==> src/rtl/alarm_ring_controller_pkg.sv <==
// Shared types for the alarm ring controller: session state encoding and edge helper.
`timescale 1ns/1ps
package alarm_ring_controller_pkg;

  typedef enum logic [1:0] {
    RING_IDLE   = 2'd0,
    RING_ACTIVE = 2'd1,
    RING_SNOOZE = 2'd2
  } ring_state_e;

  function automatic logic rise(input logic cur, input logic prev);
    return cur & ~prev;
  endfunction

endpackage

==> src/rtl/alarm_ring_controller_sec_countdown.sv <==
// Seconds down-counter; load beats tick, and the count never steps below 1 on its own.
`timescale 1ns/1ps
module sec_countdown #(
  parameter int unsigned CNT_W = 9
) (
  input  logic             clk,
  input  logic             reset,
  input  logic             load,
  input  logic [CNT_W-1:0] load_val,
  input  logic             tick,
  output logic [CNT_W-1:0] count,
  output logic             last
);

  always_ff @(posedge clk or posedge reset) begin
    if (reset)
      count <= '0;
    else if (load)
      count <= load_val;
    else if (tick && (count > CNT_W'(1)))
      count <= count - CNT_W'(1);
  end

  assign last = (count == CNT_W'(1)) & tick;

endmodule

==> src/rtl/alarm_ring_controller.sv <==
// Turns the alarm match level into a ring / snooze / dismiss session driving a beeping buzzer.
`timescale 1ns/1ps
module alarm_ring_controller
  import alarm_ring_controller_pkg::*;
#(
  parameter int unsigned RING_SECS   = 60,
  parameter int unsigned SNOOZE_SECS = 300,
  parameter int unsigned MAX_SNOOZE  = 3,
  parameter int unsigned CNT_W       = 9
) (
  input  logic             clk,
  input  logic             reset,
  input  logic             tick_1hz,
  input  logic             enable,
  input  logic             match,
  input  logic             snooze_btn,
  input  logic             stop_btn,
  output logic             buzzer,
  output logic             ringing,
  output logic             snoozing,
  output logic [1:0]       snooze_count,
  output logic [CNT_W-1:0] remaining
);

  ring_state_e      state, state_n;
  logic [1:0]       sc, sc_n;
  logic             phase, phase_n;
  logic             match_r, match_d, snooze_r, snooze_d, stop_r, stop_d;
  logic             match_ev, snooze_ev, stop_ev;
  logic             cnt_load, cnt_last;
  logic [CNT_W-1:0] cnt_val, count;

  // Inputs are captured first, so events fire one clk after the level rises.
  always_ff @(posedge clk or posedge reset) begin
    if (reset) begin
      match_r  <= 1'b0;
      match_d  <= 1'b0;
      snooze_r <= 1'b0;
      snooze_d <= 1'b0;
      stop_r   <= 1'b0;
      stop_d   <= 1'b0;
    end else begin
      match_r  <= match;
      match_d  <= match_r;
      snooze_r <= snooze_btn;
      snooze_d <= snooze_r;
      stop_r   <= stop_btn;
      stop_d   <= stop_r;
    end
  end

  assign match_ev  = rise(match_r, match_d);
  assign snooze_ev = rise(snooze_r, snooze_d);
  assign stop_ev   = rise(stop_r, stop_d);

  always_ff @(posedge clk or posedge reset) begin
    if (reset) begin
      state <= RING_IDLE;
      sc    <= '0;
      phase <= 1'b0;
    end else begin
      state <= state_n;
      sc    <= sc_n;
      phase <= phase_n;
    end
  end

  always_comb begin
    state_n  = state;
    sc_n     = sc;
    phase_n  = phase;
    cnt_load = 1'b0;
    cnt_val  = '0;
    if (!enable) begin
      state_n  = RING_IDLE;
      sc_n     = '0;
      phase_n  = 1'b0;
      cnt_load = 1'b1;
    end else begin
      unique case (state)
        RING_IDLE: begin
          if (match_ev) begin
            state_n  = RING_ACTIVE;
            phase_n  = 1'b1;
            cnt_load = 1'b1;
            cnt_val  = CNT_W'(RING_SECS);
          end
        end
        RING_ACTIVE: begin
          if (stop_ev) begin
            state_n  = RING_IDLE;
            sc_n     = '0;
            phase_n  = 1'b0;
            cnt_load = 1'b1;
          end else if (snooze_ev && (sc < 2'(MAX_SNOOZE))) begin
            state_n  = RING_SNOOZE;
            sc_n     = sc + 2'd1;
            cnt_load = 1'b1;
            cnt_val  = CNT_W'(SNOOZE_SECS);
          end else if (tick_1hz) begin
            phase_n = ~phase;
            if (cnt_last) begin
              state_n  = RING_IDLE;
              sc_n     = '0;
              cnt_load = 1'b1;
            end
          end
        end
        RING_SNOOZE: begin
          if (stop_ev) begin
            state_n  = RING_IDLE;
            sc_n     = '0;
            phase_n  = 1'b0;
            cnt_load = 1'b1;
          end else if (cnt_last) begin
            state_n  = RING_ACTIVE;
            phase_n  = 1'b1;
            cnt_load = 1'b1;
            cnt_val  = CNT_W'(RING_SECS);
          end
        end
        default: begin
          state_n  = RING_IDLE;
          sc_n     = '0;
          cnt_load = 1'b1;
        end
      endcase
    end
  end

  sec_countdown #(.CNT_W(CNT_W)) u_countdown (
    .clk      (clk),
    .reset    (reset),
    .load     (cnt_load),
    .load_val (cnt_val),
    .tick     (tick_1hz & (state != RING_IDLE)),
    .count    (count),
    .last     (cnt_last)
  );

  assign ringing      = (state == RING_ACTIVE);
  assign snoozing     = (state == RING_SNOOZE);
  assign buzzer       = ringing & phase;
  assign snooze_count = sc;
  assign remaining    = (state == RING_IDLE) ? '0 : count;

endmodule

==> config.mk <==
export PLATFORM = sky130hd
export DESIGN_NAME = alarm_ring_controller
export DESIGN_NICKNAME = d
export VERILOG_FILES = /design/src/rtl/alarm_ring_controller_pkg.sv /design/src/rtl/alarm_ring_controller_sec_countdown.sv /design/src/rtl/alarm_ring_controller.sv
export SDC_FILE = /design/constraint.sdc
export NUM_CORES = 1
export LEC_CHECK = 0
export ABC_AREA = 1
export CORE_AREA = 2 2 59 45
export CTS_BUF_LIST = sky130_fd_sc_hd__clkbuf_8
export DETAILED_ROUTE_END_ITERATION = 10
export DIE_AREA = 0 0 61 47
export GPL_TIMING_DRIVEN = 0
export PLACE_DENSITY = 0.91
export SYNTH_ARGS = -nofsm -noshare
export SYNTH_HDL_FRONTEND = slang
export SYNTH_SLANG_ARGS = --single-unit
==> constraint.sdc <==
create_clock -name clk -period 2.96 [get_ports clk]
set_input_delay 0.444 -clock clk [delete_from_list [all_inputs] [get_ports clk]]
set_output_delay 0.444 -clock clk [all_outputs]
set_load 0.02 [all_outputs]
==> impl_metrics.tcl, run 1 <==
set metrics [dict create \
    status "complete, no violations" \
    fin_ws_ns 0.592 \
    hold_slack_ns 0.390 \
    slowest_stage "clkdlybuf4s50_1" \
    synth.avg_cell_area_sq_um 7.31 \
    cp_max_fo 10 \
    die_y_microns 47 \
    grt_pass1_vias 1069 \
    wirelength_mm 2.85 \
    num_vias 1201 \
    fin_area_sq_um 1600 \
    start_util 0.560 \
    synth_area_leaders "dfrtp_1, nand2_1, nor2_1" \
    cts_buffers 3 \
    p_comb_frac 0.557 \
    path_cells "inv_1 > ha_1 > buf_2 > nor2_1 > clkdlybuf4s50_1" \
    worst_slew_pin_slew_ns 0.761 \
    drtAntennaViolNets 0 \
    dp_slack_ns 0.884 \
    yosys_warnings 0 \
    seqPwrFrac 0.264 \
    critical_path.max_stage_delay_ns 0.61 \
    stdcell_count 234 \
    grt.total_usage 0.229 \
    hp-class "flip-flop to flip-flop" \
    crit_family "buffers and inverters" \
    worst-path-buf-inv 3 \
    rows 15 \
    grt_start_max_net_pins 21 \
    grt_pass1_wl_mm 4.75 \
    fillerInstances 183 \
    setup_tns_ns 0 \
    drcViolationCount 0 \
    synth_area_sq_um 1290 \
    required_ns 2.52 \
    routabilityCongestion 0.889 \
    clk_pin_slew_ns 0.08 \
    yosysTopAreaCell "dfrtp_1" \
    insertion_delay_ns 0.26 \
    ff_latch_area_sq_um 500 \
    finalCritPeriodShare 0.800 \
    routedWlPerCell_microns 12.2 \
    synth_nets 191 \
    cts_resized 0 \
    place_area_sq_um 1530 \
    clockRootBuffer "clkbuf_8" \
    synth_flop_cell "dfrtp_1" \
    dp_hpwl_mm 2.24 \
    utilization 0.692 \
    dr.pass1.iters 4 \
    nets 215 \
    pwr-share-clk 0.179 \
    fmax_mhz 422 \
    cts_setup_buffers 0 \
    die_w_microns 61 \
    via_per_inst 5.13 \
    p_sw_mw 0.691 \
    overflow 0 \
    worstSetupStartpointType "flip-flop" \
    relSlewSlack 0.492 \
    yosys-top-cells-count "nand2_1, nor2_1, inv_1, dfrtp_1, a21oi_1" \
    cts.htree.levels 1 \
    power_mw 1.52 \
    async_reset_ff_frac 1.00 \
    synth_most_common_cell "nand2_1" \
    synth_edf_count 0 \
    diodes 0 \
    maxSlewViolCount 0 \
    port_buffers 19 \
    crit_arrival_ns 1.92 \
    layout-drive-gt1-share 0.0950 \
    hold_buffers 0 \
    finalCriticalPeriod_ns 2.37 \
    syn2layout_area_growth_pct 23.5 \
    multi_input_area_sq_um 672 \
    peakVddDrop_mv 0.525 \
    power_density_nw_per_um2 952 \
    drv_cap 0 \
    power_switching_share 0.454 \
    synth_top_area_frac 0.387 \
    cts_num_sinks 20 \
    antenna_found_initial 0 \
    dpl.cell_count 230 \
    cts_tree "yes" \
    p_leak_nw 0.810 \
    ys_seq_area_frac 0.387 \
    synth_cell_types 26 \
    rsz0062_at_grt "no" \
    dieArea_sq_um 2870 \
    core_sq_um 2310 \
    intPower_mw 0.830 \
    skew_ns 0.00462 \
    critical_path_class "flip-flop to output pin" \
    setup-violations-final 0 \
    synth_seq_cells 20 \
    postSynthCellCount 177 \
    hold_violations 0 \
    drt-initial-drc-count 65 \
    clk_path_buf_depth 2 \
    worstSetupEndpointType "output pin" \
    pin_count 21 \
]
==> worst reg2reg max path: stages (launching register included) <==
cell and delay, ns:
dfrtp_1 0.41, inv_1 0.11, ha_1 0.23, inv_1 0.10, a21oi_1 0.24, nor2_1 0.09
o21ai_0 0.33, o21ai_0 0.15
==> layout by cell type (no fill, tap or decap), drive strengths merged <==
master	count
clkdlybuf4s50	19
nor2	33
clkbuf	3
or2	1
nor3	3
o211ai	3
o21ai	9
nand2	40
a21oi	11
o22ai	1
inv	29
nand3	12
nand4	2
bufinv	1
buf	2
dfrtp	20
xor2	3
ha	7
o31ai	1
==> power groups by stage <==
stage	combinational (mW)	sequential, mW	clock, mW
final	0.847	0.401	0.272
after global routing	0.949	0.411	0.291
after CTS	0.840	0.399	0.280
after detailed placement	0.834	0.405	0
after global placement	0.808	0.399	0
after floorplan	0.618	0.387	0
==> cell families (layout without fill, tap and decap cells) <==
| group | Yosys count | after routing | synth area share |
|---|---|---|---|
| AOI/OAI and AO/OA | 25 | 25 | 0.108 |
| xor gates and xnor gates | 3 | 3 | 0.0203 |
| buffers and inverters | 31 | 54 | 0.0938 |
| adders and majority gates | 7 | 7 | 0.0677 |
| and+or+nand+nor | 91 | 91 | 0.323 |
| DFF | 20 | 20 | 0.387 |
==> metal layers <==
layer  global-route usage  wire, microns
met1                0.325           1360
met2                0.335           1250
met3               0.0771            213
met5                    0              0
met4               0.0652             28
==> flip-flops by register name, indices dropped and copies added, names as in the netlist <==
signal and cells:
snooze_r 1, phase 1, snooze_count 2, match_r 1
stop_d 1, match_d 1, stop_r 1, snooze_d 1
u_countdown.count 9, state 2
==> layout make-up <==
class / count / share of cell area
Sequential cell: 20 / 0.313
Clock buffer: 3 / 0.0258
Buffer: 2 / 0.00783
Clock inverter: 1 / 0.0188
Tap cell: 34 / 0.0266
Timing Repair Buffer: 19 / 0.119
Multi-Input combinational cell: 126 / 0.421
Inverter: 29 / 0.0681
==> final timing paths <==
| check | cells after the start | start | endpoint | slack (ns) |
|---|---|---|---|---|
| max in group asynchronous | 2 | reset | snooze_d$_DFF_PP0_ | 1.87 |
| max reg2reg | 7 | state[0]$_DFFE_PP0P_ | snooze_count[0]$_DFFE_PP0P_ | 1.16 |
| min reg2reg | 0 | match_r$_DFF_PP0_ | match_d$_DFF_PP0_ | 0.39 |
| min | 0 | match_r$_DFF_PP0_ | match_d$_DFF_PP0_ | 0.39 |
| max | 5 | state[0]$_DFFE_PP0P_ | remaining[3] | 0.59 |
| min in group asynchronous | 2 | reset | u_countdown.count[4]$_DFFE_PP0P_ | 0.61 |
No activity file was read; power rests on OpenSTA's default activity.
==> run 2: changes to the inputs <==
--- a/config.mk
+++ b/config.mk
@@ -6,12 +6,12 @@
 export NUM_CORES = 1
 export LEC_CHECK = 0
 export ABC_AREA = 1
-export CORE_AREA = 2 2 59 45
+export CORE_AREA = 2 2 65 48
 export CTS_BUF_LIST = sky130_fd_sc_hd__clkbuf_8
 export DETAILED_ROUTE_END_ITERATION = 10
-export DIE_AREA = 0 0 61 47
+export DIE_AREA = 0 0 67 50
 export GPL_TIMING_DRIVEN = 0
-export PLACE_DENSITY = 0.91
+export PLACE_DENSITY = 0.82
 export SYNTH_ARGS = -nofsm -noshare
 export SYNTH_HDL_FRONTEND = slang
 export SYNTH_SLANG_ARGS = --single-unit
==> constraint.sdc (replaced) <==
create_clock -name clk -period 2 [get_ports clk]
set_input_delay 0.3 -clock clk [delete_from_list [all_inputs] [get_ports clk]]
set_output_delay 0.3 -clock clk [all_outputs]
set_load 0.02 [all_outputs]
==> run 2 against run 1 <==
  * First-iteration DRC count rose by 20%
  * Design area down 1.4%
  * Core utilization is 11 points lower
  * Sequential power rose by 48%
  * Clock skew is essentially flat
  * Sequential cell count did not move
  * Cell count rose by 0.85%
  * Combinational power rose by 42%
  * Total power rose by 38%
  * Via count fell by 6.0%
  * Clock power grew 12%
  * Global-route usage is 5.5 points lower
  * Critical endpoint is now ringing
  * Largest cell class unchanged
==> impl_metrics.tcl, run 2 (same netlist as run 1, synthesis figures left out) <==
set metrics [dict create \
    cts_buffers 3 \
    dieArea_sq_um 3350 \
    nets 215 \
    drcViolationCount 0 \
    start_util 0.475 \
    finalCriticalPeriod_ns 1.91 \
    dp_hpwl_mm 2.09 \
    cts.htree.levels 1 \
    critical_path_class "flip-flop to output pin" \
    required_ns 1.70 \
    grtUsageMet3 0.0479 \
    worst-path-buf-inv 2 \
    drt-initial-drc-count 78 \
    overflow 0 \
    cts_setup_buffers 0 \
    status "complete, no violations" \
    met1_usage 0.261 \
    antenna_found_initial 0 \
    critical_path.max_stage_delay_ns 0.61 \
    num_vias 1129 \
    cts_tree "yes" \
    slowest_stage "clkdlybuf4s50_1" \
    grt_start_max_net_pins 21 \
    dr.pass1.iters 4 \
    layout-drive-gt1-share 0.100 \
    routedWlPerCell_microns 11.3 \
    clk_path_buf_depth 2 \
    setup-violations-final 0 \
    maxSlewViolCount 0 \
    rsz0062_at_grt "no" \
    crit_family "buffers and inverters" \
    finalCritPeriodShare 0.953 \
    power_density_nw_per_um2 1330 \
    wirelength_mm 2.66 \
    fillerInstances 262 \
    via_per_inst 4.78 \
    worst_slew_pin_slew_ns 0.763 \
    utilization 0.579 \
    port_buffers 19 \
    setup_tns_ns 0 \
    hp-class "input port to flip-flop" \
    path_cells "inv_1 > ha_2 > clkdlybuf4s50_1" \
    crit_arrival_ns 1.61 \
    p_leak_nw 0.842 \
    busiest_layer "met1" \
    clockRootBuffer "clkbuf_8" \
    dp_slack_ns 0.106 \
    fin_ws_ns 0.0934 \
    drv_cap 0 \
    worstSetupStartpointType "flip-flop" \
    grt_pass1_wl_mm 4.43 \
    clk_pin_slew_ns 0.07 \
    cts_num_sinks 20 \
    grt_pass1_vias 1010 \
    rows 16 \
    pin_count 21 \
    cp_max_fo 5 \
    peakVddDrop_mv 0.760 \
    fmax_mhz 524 \
    relSlewSlack 0.491 \
    die_w_microns 67 \
    power_mw 2.09 \
    worstSetupEndpointType "output pin" \
    hold_violations 0 \
    insertion_delay_ns 0.25 \
    skew_ns 0.00442 \
    routabilityCongestion 0.921 \
    final_cell_mix "nand2_1, nor2_1, inv_1" \
    core_sq_um 2720 \
    die_y_microns 50 \
    diodes 0 \
    largest_reg_flops 9 \
    met2_usage 0.248 \
    syn2layout_area_growth_pct 21.8 \
    regMostFlops "u_countdown.count" \
    drtAntennaViolNets 0 \
    final_common_cell "nand2_1" \
    grt.total_usage 0.174 \
]
## run 2: cell count changes in the layout (fill, tap and decap cells not counted), sizes merged
| cell | previous run | this run |
|---|---|---|
| dlygate4sd2 | 0 | 9 |
| clkdlybuf4s50 | 19 | 9 |
| clkbuf | 3 | 4 |
| bufinv | 1 | 0 |
| clkdlybuf4s15 | 0 | 1 |
## run 2: area by class of cell
type | instances | area [sq um] | share of cell area
multi-input cells | 126 | 674 | 0.428
plain buffers | 2 | 12.5 | 0.00794
inverters | 29 | 109 | 0.0691
repair buffers | 19 | 179 | 0.114
flip-flops and latches | 20 | 500 | 0.318
well taps | 36 | 45.0 | 0.0286
clock buffers | 4 | 55.1 | 0.0349
## run 2: per-stage QoR
stage / hold slack (ns) / cell area [sq um] / instances
2_1_floorplan: 0.264 / 1290 / 177
3_3_place_gp: 0.357 / 1530 / 232
3_5_place_dp: 0.359 / 1530 / 232
4_1_cts: 0.356 / 1570 / 236
5_1_grt: 0.358 / 1580 / 236
6_report: 0.362 / 1580 / 236
## run 2: what timing repair did
item                                    CTS  global route
endpoints found under the setup margin   10             1
hold buffers                              0             0
resized for setup                        11             1
## run 2: per-layer routing
| metal | vias up | share of wire |
|---|---|---|
| met5 | - | 0 |
| met4 | 0 | 0.0060 |
| met3 | 2 | 0.050 |
| met2 | 26 | 0.41 |
| met1 | 496 | 0.53 |
| li1 | 605 | - |
## run 2: worst paths after layout
| path | from | endpoint | slack (ns) | cells past startpoint |
|---|---|---|---|---|
| min reg2reg | match_r$_DFF_PP0_ | match_d$_DFF_PP0_ | 0.38 | 0 |
| max | state[1]$_DFFE_PP0P_ | ringing | 0.09 | 3 |
| max reg2reg | state[0]$_DFFE_PP0P_ | snooze_count[0]$_DFFE_PP0P_ | 0.18 | 7 |
| max in group asynchronous | reset | u_countdown.count[6]$_DFFE_PP0P_ | 1.04 | 2 |
| min in group asynchronous | reset | snooze_r$_DFF_PP0_ | 0.48 | 2 |
| min | enable | phase$_DFFE_PP0P_ | 0.36 | 3 |
## run 2: worst register-to-register path, stage by stage, from the launching register on
cell,delay [ns]
dfrtp_1,0.41
inv_1,0.11
ha_1,0.20
inv_1,0.08
a21oi_1,0.26
nor2_1,0.09
o21ai_0,0.39
o21ai_0,0.16
## run 2: power by group
part / total [mW] / switching [mW] / internal (mW)
combinational: 1.20 / 0.766 / 0.430
sequential: 0.593 / 0.0951 / 0.498
clock: 0.305 / 0.130 / 0.175
